$ cat config.mk
export PLATFORM = sky130hd
export DESIGN_NAME = csr_queue_flat
export DESIGN_NICKNAME = d
export VERILOG_FILES = /design/src/rtl/csr_queue_pkg.sv /design/src/rtl/csr_queue_if.sv /design/src/rtl/csr_queue.sv /design/src/flat_wrapper.sv
export SDC_FILE = /design/constraint.sdc
export NUM_CORES = 1
export LEC_CHECK = 0
export CORE_MARGIN = 2
export CORE_UTILIZATION = 25
export DETAILED_ROUTE_END_ITERATION = 12
export DONT_BUFFER_PORTS = 1
export PLACE_DENSITY = 0.37
export SYNTH_ARGS = -nofsm -noshare
export SYNTH_HDL_FRONTEND = slang
export SYNTH_SLANG_ARGS = --single-unit
export TNS_END_PERCENT = 1
$ cat constraint.sdc
create_clock -name clk_i -period 4.3 [get_ports clk_i]
set_input_delay 0.43 -clock clk_i [delete_from_list [all_inputs] [get_ports clk_i]]
set_output_delay 0.43 -clock clk_i [all_outputs]
set_load 0.03 [all_outputs]
$ cat src/rtl/csr_queue_pkg.sv
// csr_queue_pkg: shared types and constants for the CSR commit queue.
// Each queue slot holds the CSR address and scoreboard transaction ID of one
// speculative CSR instruction.
package csr_queue_pkg;

  localparam int CSR_ADDR_W     = 12;
  // Width of the stored transaction ID; must match the TRANS_ID_BITS parameter
  // of csr_queue and csr_queue_if.
  localparam int CSR_TRANS_ID_W = 3;

  typedef struct packed {
    logic [CSR_ADDR_W-1:0]     addr;
    logic [CSR_TRANS_ID_W-1:0] trans_id;
  } csr_entry_t;

endpackage

$ cat src/rtl/csr_queue_if.sv
// csr_queue_if: issue-side, commit-side and status signals of the CSR queue.
// Handshake: an issue is accepted on any clock edge where valid_i and ready_o
// are both high; a pop happens on any edge where commit_i and csr_valid_o are
// both high; flush_i overrides both in the same cycle.
// With CSR_QUEUE_FULL_BYPASS_EN defined, ready_o also depends on commit_i.
interface csr_queue_if
  import csr_queue_pkg::*;
#(
  parameter int XLEN          = 64,
  parameter int DEPTH         = 4,
  parameter int TRANS_ID_BITS = 3
) ();

  logic                       flush_i;
  logic                       valid_i;
  logic [XLEN-1:0]            operand_a_i;
  logic [XLEN-1:0]            operand_b_i;
  logic [TRANS_ID_BITS-1:0]   trans_id_i;
  logic                       ready_o;
  logic [XLEN-1:0]            result_o;
  logic                       commit_i;
  logic [CSR_ADDR_W-1:0]      csr_addr_o;
  logic [TRANS_ID_BITS-1:0]   csr_trans_id_o;
  logic                       csr_valid_o;
  logic [$clog2(DEPTH+1)-1:0] count_o;
  logic                       commit_err_o;

  // Issue/commit environment side.
  modport master (
    output flush_i, valid_i, operand_a_i, operand_b_i, trans_id_i, commit_i,
    input  ready_o, result_o, csr_addr_o, csr_trans_id_o, csr_valid_o,
           count_o, commit_err_o
  );

  // Queue side.
  modport slave (
    input  flush_i, valid_i, operand_a_i, operand_b_i, trans_id_i, commit_i,
    output ready_o, result_o, csr_addr_o, csr_trans_id_o, csr_valid_o,
           count_o, commit_err_o
  );

endinterface

$ cat src/rtl/csr_queue.sv
// csr_queue: in-order queue of speculative CSR instructions, released one per
// commit pulse. Optional feature macro: CSR_QUEUE_FULL_BYPASS_EN (accept a push
// while full when the same cycle commits).
module csr_queue
  import csr_queue_pkg::*;
#(
  parameter int XLEN          = 64,
  parameter int DEPTH         = 4,
  parameter int TRANS_ID_BITS = 3
) (
  input  logic clk_i,
  input  logic rst_i,
  csr_queue_if.slave bus
);

  localparam int PTR_W = $clog2(DEPTH);
  localparam int CNT_W = $clog2(DEPTH + 1);

  csr_entry_t       mem [DEPTH];
  logic [PTR_W-1:0] wr_ptr;
  logic [PTR_W-1:0] rd_ptr;
  logic [CNT_W-1:0] count;
  logic             commit_err;
  logic             full;
  logic             empty;
  logic             ready;
  logic             push;
  logic             pop;
  csr_entry_t       new_entry;
  csr_entry_t       head_entry;
  logic             unused_operand_b;

  assign full  = (count == CNT_W'(DEPTH));
  assign empty = (count == '0);

`ifdef CSR_QUEUE_FULL_BYPASS_EN
  // A same-cycle commit frees the head slot, so a push can reuse it.
  assign ready = !full || bus.commit_i;
`else
  assign ready = !full;
`endif

  assign push = bus.valid_i && ready && !bus.flush_i;
  assign pop  = bus.commit_i && !empty && !bus.flush_i;

  assign new_entry.addr     = bus.operand_b_i[CSR_ADDR_W-1:0];
  assign new_entry.trans_id = bus.trans_id_i;
  assign head_entry         = mem[rd_ptr];

  // Only the low CSR_ADDR_W bits of operand_b carry the address.
  assign unused_operand_b = ^bus.operand_b_i[XLEN-1:CSR_ADDR_W];

  // Pointer, occupancy and empty-commit error state; reset and flush both clear it.
  always_ff @(posedge clk_i) begin
    if (rst_i || bus.flush_i) begin
      wr_ptr     <= '0;
      rd_ptr     <= '0;
      count      <= '0;
      commit_err <= 1'b0;
    end else begin
      if (push) wr_ptr <= wr_ptr + PTR_W'(1);
      if (pop)  rd_ptr <= rd_ptr + PTR_W'(1);
      if (push && !pop)      count <= count + CNT_W'(1);
      else if (!push && pop) count <= count - CNT_W'(1);
      commit_err <= bus.commit_i && empty;
    end
  end

  // Entry storage; contents need no reset because empty slots are never shown.
  always_ff @(posedge clk_i) begin
    if (!rst_i && push) mem[wr_ptr] <= new_entry;
  end

  assign bus.ready_o        = ready;
  assign bus.result_o       = bus.operand_a_i;
  assign bus.csr_valid_o    = !empty;
  assign bus.count_o        = count;
  assign bus.commit_err_o   = commit_err;
  assign bus.csr_addr_o     = empty ? '0 : head_entry.addr;
  assign bus.csr_trans_id_o = empty ? '0 : head_entry.trans_id;

endmodule

$ cat src/flat_wrapper.sv
// flat-port wrapper written by rule: the top's interface ports become plain ports
module csr_queue_flat import csr_queue_pkg::*;
#(
  parameter int XLEN          = 64,
  parameter int DEPTH         = 4,
  parameter int TRANS_ID_BITS = 3
)
  (clk_i, rst_i, bus_flush_i, bus_valid_i, bus_operand_a_i, bus_operand_b_i, bus_trans_id_i, bus_commit_i, bus_ready_o, bus_result_o, bus_csr_addr_o, bus_csr_trans_id_o, bus_csr_valid_o, bus_count_o, bus_commit_err_o);
  csr_queue_if #(.XLEN(XLEN), .DEPTH(DEPTH), .TRANS_ID_BITS(TRANS_ID_BITS)) bus_i ();
  input  logic clk_i;
  input  logic rst_i;
  input wire logic [$bits(bus_i.flush_i)-1:0] bus_flush_i;
  input wire logic [$bits(bus_i.valid_i)-1:0] bus_valid_i;
  input wire logic [$bits(bus_i.operand_a_i)-1:0] bus_operand_a_i;
  input wire logic [$bits(bus_i.operand_b_i)-1:0] bus_operand_b_i;
  input wire logic [$bits(bus_i.trans_id_i)-1:0] bus_trans_id_i;
  input wire logic [$bits(bus_i.commit_i)-1:0] bus_commit_i;
  output wire logic [$bits(bus_i.ready_o)-1:0] bus_ready_o;
  output wire logic [$bits(bus_i.result_o)-1:0] bus_result_o;
  output wire logic [$bits(bus_i.csr_addr_o)-1:0] bus_csr_addr_o;
  output wire logic [$bits(bus_i.csr_trans_id_o)-1:0] bus_csr_trans_id_o;
  output wire logic [$bits(bus_i.csr_valid_o)-1:0] bus_csr_valid_o;
  output wire logic [$bits(bus_i.count_o)-1:0] bus_count_o;
  output wire logic [$bits(bus_i.commit_err_o)-1:0] bus_commit_err_o;
  assign bus_i.flush_i = bus_flush_i;
  assign bus_i.valid_i = bus_valid_i;
  assign bus_i.operand_a_i = bus_operand_a_i;
  assign bus_i.operand_b_i = bus_operand_b_i;
  assign bus_i.trans_id_i = bus_trans_id_i;
  assign bus_i.commit_i = bus_commit_i;
  assign bus_ready_o = bus_i.ready_o;
  assign bus_result_o = bus_i.result_o;
  assign bus_csr_addr_o = bus_i.csr_addr_o;
  assign bus_csr_trans_id_o = bus_i.csr_trans_id_o;
  assign bus_csr_valid_o = bus_i.csr_valid_o;
  assign bus_count_o = bus_i.count_o;
  assign bus_commit_err_o = bus_i.commit_err_o;
  csr_queue #(.XLEN(XLEN), .DEPTH(DEPTH), .TRANS_ID_BITS(TRANS_ID_BITS)) u_core (.clk_i(clk_i), .rst_i(rst_i), .bus(bus_i));
endmodule
Word-level counts from Yosys, hierarchy flattened
Memories as Yosys holds them, arrays and structs flattened. A register that Yosys moved wholly into a read port is not among the register bits.
Index checks and enable logic that the tools add are counted.
- ROM bits: 0
- memory bits (writable): 60
- input bits: 136
- logic and storage cells: 35
- output and inout port bits: 85
- register bits after elaboration: 8
- latch bits: 0
- memories kept: 1
- $lt $le $gt $ge: 0
- equality and inequality tests: 1
- reduce and logical (&&, ||, !) cells: 17
- multipliers: 0
- add/subtract/negate cells: 4
- div/mod/pow operators: 0
- bitwise operators: 0
- shift operators: 0
- multiplexer cells: 8
- memories (name ; depth ; bits a word ; rd ports ; clocked after Yosys merged registers in ; write ports ; RTL line ; RTL):
    u_core.mem ; 4 ; 15 ; 1 ; 1 ; 1 ; csr_queue.sv:19 ; csr_entry_t mem [DEPTH];
- operators by type and width (kind ; count):
    12-bit two-way mux ; 1
    3-bit two-way mux ; 3
    1-bit logical AND ; 8
    1-bit logical NOT ; 6
    2-bit by 1-bit adder with 2-bit output, second input constant ; 2
    2-bit two-way mux ; 2
    3-bit by 1-bit adder with 3-bit output, second input constant ; 1
    3-bit equality test, second input constant ; 1
    3-bit logical NOT ; 1
    3-bit by 1-bit subtractor with 3-bit output, second input constant ; 1
    1-bit two-way mux ; 2
    2-bit nonzero test ; 1
    1-bit logical OR ; 1

Longest topological paths before layout
- depth in word-level cells: 8
- depth in mapped cells: 9
- depth with buffers taken out: 9

Worst setup path after synthesis
No wires, ideal clock.
- path type: register -> register
- start: register u_core.count[0], in the netlist u_core.bus.count_o[0]
- end: memory u_core.mem[1][0] (netlist bit) (enable)
- required time: 3891 ps
- cell stages (with the launch flop): 4
- arrival time: 2252 ps
- period minus slack after synthesis: 2661 ps
- slack: 1639 ps
- path buffers: 0
- library setup time: 409 ps
- cells stage by stage: dfxtp_1 -> or3b_4 -> nand3b_4 -> nor3b_1
- word-level cells in the longest chain between the ends: 7
- ends and longest elaborated chain (what ; RTL line ; RTL):
    start, declared ; csr_queue.sv:22 ; logic [CNT_W-1:0] count;
    start signal, assigned ; csr_queue.sv:63 ; if (push && !pop) count <= count + CNT_W'(1);
    start signal, assigned ; csr_queue.sv:64 ; else if (!push && pop) count <= count - CNT_W'(1);
    3-bit equality test ; csr_queue.sv:33 ; assign full = (count == CNT_W'(DEPTH));
    1-bit logical NOT ; csr_queue.sv:40 ; assign ready = !full;
    net bus_ready_o ; flat_wrapper.sv:18 ; output wire logic [$bits(bus_i.ready_o)-1:0] bus_ready_o;
    1-bit logical AND (2 in a row) ; csr_queue.sv:43 ; assign push = bus.valid_i && ready && !bus.flush_i;
    1-bit logical AND ; csr_queue.sv:71 ; if (!rst_i && push) mem[wr_ptr] <= new_entry;
    1-bit two-way mux ; csr_queue.sv:71 ;
    1-bit two-way mux (implied by the code) ; csr_queue.sv:71 ;
    end, declared ; csr_queue.sv:19 ;
The timed path passes the listed nets, and every way through them passes these cells.

Worst setup path after layout
- start: register u_core.count[0], in the netlist u_core.bus.count_o[0]
- end: output bus_csr_trans_id_o[2]
- word-level cells in the longest chain between the ends: 2
- ends and longest elaborated chain (what ; RTL line ; RTL):
    3-bit logical NOT ; csr_queue.sv:34 ; assign empty = (count == '0);
    3-bit two-way mux ; csr_queue.sv:80 ; assign bus.csr_trans_id_o = empty ? '0 : head_entry.trans_id;
    end, declared ; flat_wrapper.sv:21 ; output wire logic [$bits(bus_i.csr_trans_id_o)-1:0] bus_csr_trans_id_o;
No other way between the ends.

==> impl_metrics.yaml <==
worst_setup_path:
  end_kind: "output port"
  r2r-end: "u_core.bus.count_o[2]"
  cp-endpoint: "bus_csr_trans_id_o[2]"
  slowest_stage: "nor3_4"
  cp.depth: 3
  worstPathCellList: "nor3_4 -> buf_4 -> and2b_1"
  required_ns: 3.87
  crit_type: "reg -> out"
  rrSetupSlack_ns: 1.75
  rr_worst_depth: 9
  path_delay_family: "simple AND/OR/NAND/NOR gates"
  cp-start-kind: "register"
  r2r-start: "u_core.bus.count_o[0]"
  crit_start: "u_core.bus.count_o[0]"
  crit_fanout: 13
  critPathMaxStageDelay_ns: 0.71
  critPathBufInv: 1
  crit_arrival_ns: 2.25
clocking:
  clockBufferDepth: 2
  cts_made_buffers: 9
  clock_latency_ns: 0.33
  post-cts-setup-buffers: 0
  cts_resized: 0
  cts_tree: "done"
  path_clk_slew_ns: 0.06
  cts_root_buffer: "clkbuf_16"
  cts_max_level: 3
  postCtsHoldBufs: 0
  cts_sinks: 70
power_and_ir_drop:
  power_density_nw_per_um2: 477
  power.leakage_nw: 1.13
  p_clk_share_pct: 48.0
  sw_frac_of_total_pct: 21.5
  pwr-share-seq_pct: 46.0
  worst_ir_drop_vdd_uv: 161
  switching_power_w: 0.000352
  intPower_w: 0.00129
  share_comb_of_total_power_pct: 6.0
logic_synthesis:
  ys_seq_area_share_pct: 59.6
  synthFlopType: "edfxtp_1"
  ys_async_sr_fraction_pct: 0
  yosysUniqueCellTypes: 31
  netlist_instances: 213
  synth_nets: 355
  synth_area_leader_cell: "edfxtp_1"
  syn_avg_cell_area_um2: 15.8
  yosysTopAreaCellShare_pct: 53.7
  ys_top_cells_by_area: "edfxtp_1 54%, buf_4 14%, mux4_2 10%, dfxtp_1 6.0%, nor2b_4 3.3%"
  synth_edf_count: 60
  synth_warnings: 0
  synth_area_um2: 3360
  ys_ff_latch: 70
die:
  fp.dieArea_um2: 14400
  core_area_um2: 13200
  die_y_um: 120
  initial_core_util_pct: 25.5
  row_count: 42
  ios: 221
  die_w_um: 120
sta:
  slew_headroom_pct: 44.1
  slew_viol_final: 0
  final.setup.tns_ns: 0
  finalClockSkew_ns: 0.00688
  worst_pin_slew_ns: 0.837
  setup_viol: 0
  final_hold_viol_count: 0
  setup_slack_ns: 1.62
  fin_crit_sh_pct: 62.3
  fmax_ghz: 0.373
  rsz0062_at_grt: "no"
  finalCriticalPeriod_ns: 2.68
global_routing:
  grt_use_total_pct: 8.75
  grt_pass1_vias: 1564
  antenna_found_initial: 0
  grt_max_degree: 16
  grt_overflow: 0
  grt_pass1_wl_um: 8960
place:
  place_ws_ns: 1.75
  io_buffers: 0
  placedInstanceArea_um2: 3120
  gp_congestion: 0.652
  dp_hpwl_um: 3840
routing:
  wl_um: 5840
  drt-wirelength-per-cell_um: 17.1
  via_per_inst: 3.98
  ant_nets: 0
  drc: 0
  drtPass1Iterations: 4
  drtIter0Drc: 27
  vias: 1361
finish:
  fin_nets: 303
  final_area_um2: 3440
  area_growth_syn_to_layout_pct: 2.42
  diodes: 0
  multi_input_area_um2: 832
  seqCellArea_um2: 2000
  drive_gt1_share_pct: 33.1
  fill_cells: 1301
min_path:
  min-delay-path-class: "in -> reg"
  worst_hold_path.num_cells: 0
status:
  run_status: "finished clean"
flow_run:
  cap_violations: 0
==> layer usage <==
layer | up-vias | part of all wire [%] | wire [um] | global-route usage, %
li1 | 596 | - | - | -
met1 | 702 | 37 | 2130 | 8.67
met2 | 49 | 51 | 2970 | 14.6
met3 | 14 | 10 | 595 | 4.80
met4 | 0 | 2.3 | 134 | 4.71
met5 | - | 0 | 0 | 0
==> sequential cells by signal, indices dropped and copies added (netlist names), named ones only <==
name / count
u_core.bus.commit_err_o: 1
u_core.bus.count_o: 3
u_core.mem: 60
u_core.rd_ptr: 2
u_core.wr_ptr: 2
==> layout make-up <==
class,instances,area share [%]
repair buffers,6,1.31
inverters,5,0.546
clock buffers,9,6.55
multi-input cells,69,24.2
well taps,176,6.40
clock inverters,7,2.80
flip-flops and latches,70,58.2
==> cells in the mapped netlist (all sizes together), types with 2 or more instances <==
cell type and count:
mux4 15, and2b 5, edfxtp 60, dfxtp 10, nor2b 10, nand2 3, xor2 3, o21ai 2
nor2 7, ha 5, mux2i 2, or3 2, nor3b 4, inv 5, a21oi 2, or2 2
buf 68
==> how the worst min path moves through the flow <==
stage                              from           endpoint
floorplan              u_core.rd_ptr[1]           register
global placement       u_core.rd_ptr[1]   u_core.rd_ptr[1]
detailed placement     u_core.rd_ptr[1]   u_core.rd_ptr[1]
CTS                 bus_operand_b_i[10]  u_core.mem[2][13]
global route         bus_operand_b_i[7]  u_core.mem[0][10]
finish              bus_operand_b_i[10]  u_core.mem[2][13]
==> power by group through the flow <==
stage / logic (W) / clock network, W / registers [W]
finish: 0.0000985 / 0.000788 / 0.000755
global route: 0.000107 / 0.000833 / 0.000756
CTS: 0.000102 / 0.000808 / 0.000756
detailed placement: 0.000101 / 0 / 0.000770
global placement: 0.0000995 / 0 / 0.000769
floorplan: 0.000197 / 0 / 0.000768
==> metrics by stage <==
stage / std cells / power, W / util, % / hold slack, ns
floorplan: 213 / 0.000965 / - / 0.459
CTS: 342 / 0.00166 / 26.1 / 0.180
global placement: 326 / 0.000868 / 23.6 / 0.482
global route: 342 / 0.00170 / 26.1 / 0.177
finish: 342 / 0.00164 / 26.1 / 0.193
detailed placement: 326 / 0.000871 / 23.6 / 0.482
==> cell families (layout without fill, tap and decap cells) <==
kind of cell / Yosys count / in the layout / synth area share, %
buffers and inverters: 74 / 27 / 16.4
adders and majority gates: 6 / 6 / 2.46
AOI/OAI and AO/OA: 5 / 5 / 0.820
DFF: 70 / 70 / 59.6
muxes: 18 / 18 / 11.0
and+or+nand+nor: 37 / 37 / 8.94
xor gates and xnor gates: 3 / 3 / 0.783
==> placed cells by master, fill, tap and decap left out <==
master,Yosys,final
a21oi_1,2,2
and2b_1,5,5
and3_1,1,1
buf_4,64,6
bufinv_16,0,2
clkbuf_16,0,9
clkinv_2,0,2
clkinv_4,0,1
dfxtp_1,10,10
edfxtp_1,60,60
fa_1,1,1
ha_1,5,5
inv_1,3,3
inv_2,2,2
inv_6,0,2
mux2_1,1,1
mux2i_1,2,2
mux4_2,15,15
nand2_1,3,3
nand3b_4,1,1
nor2_1,7,7
nor2b_1,2,2
nor2b_4,8,8
nor3_4,0,1
nor3b_2,0,4
o21ai_0,2,2
o31ai_1,1,1
or2_1,1,1
or2_2,1,1
or3_1,2,2
or3b_4,1,1
xor2_1,3,3
(Power assumes the default switching activity.)
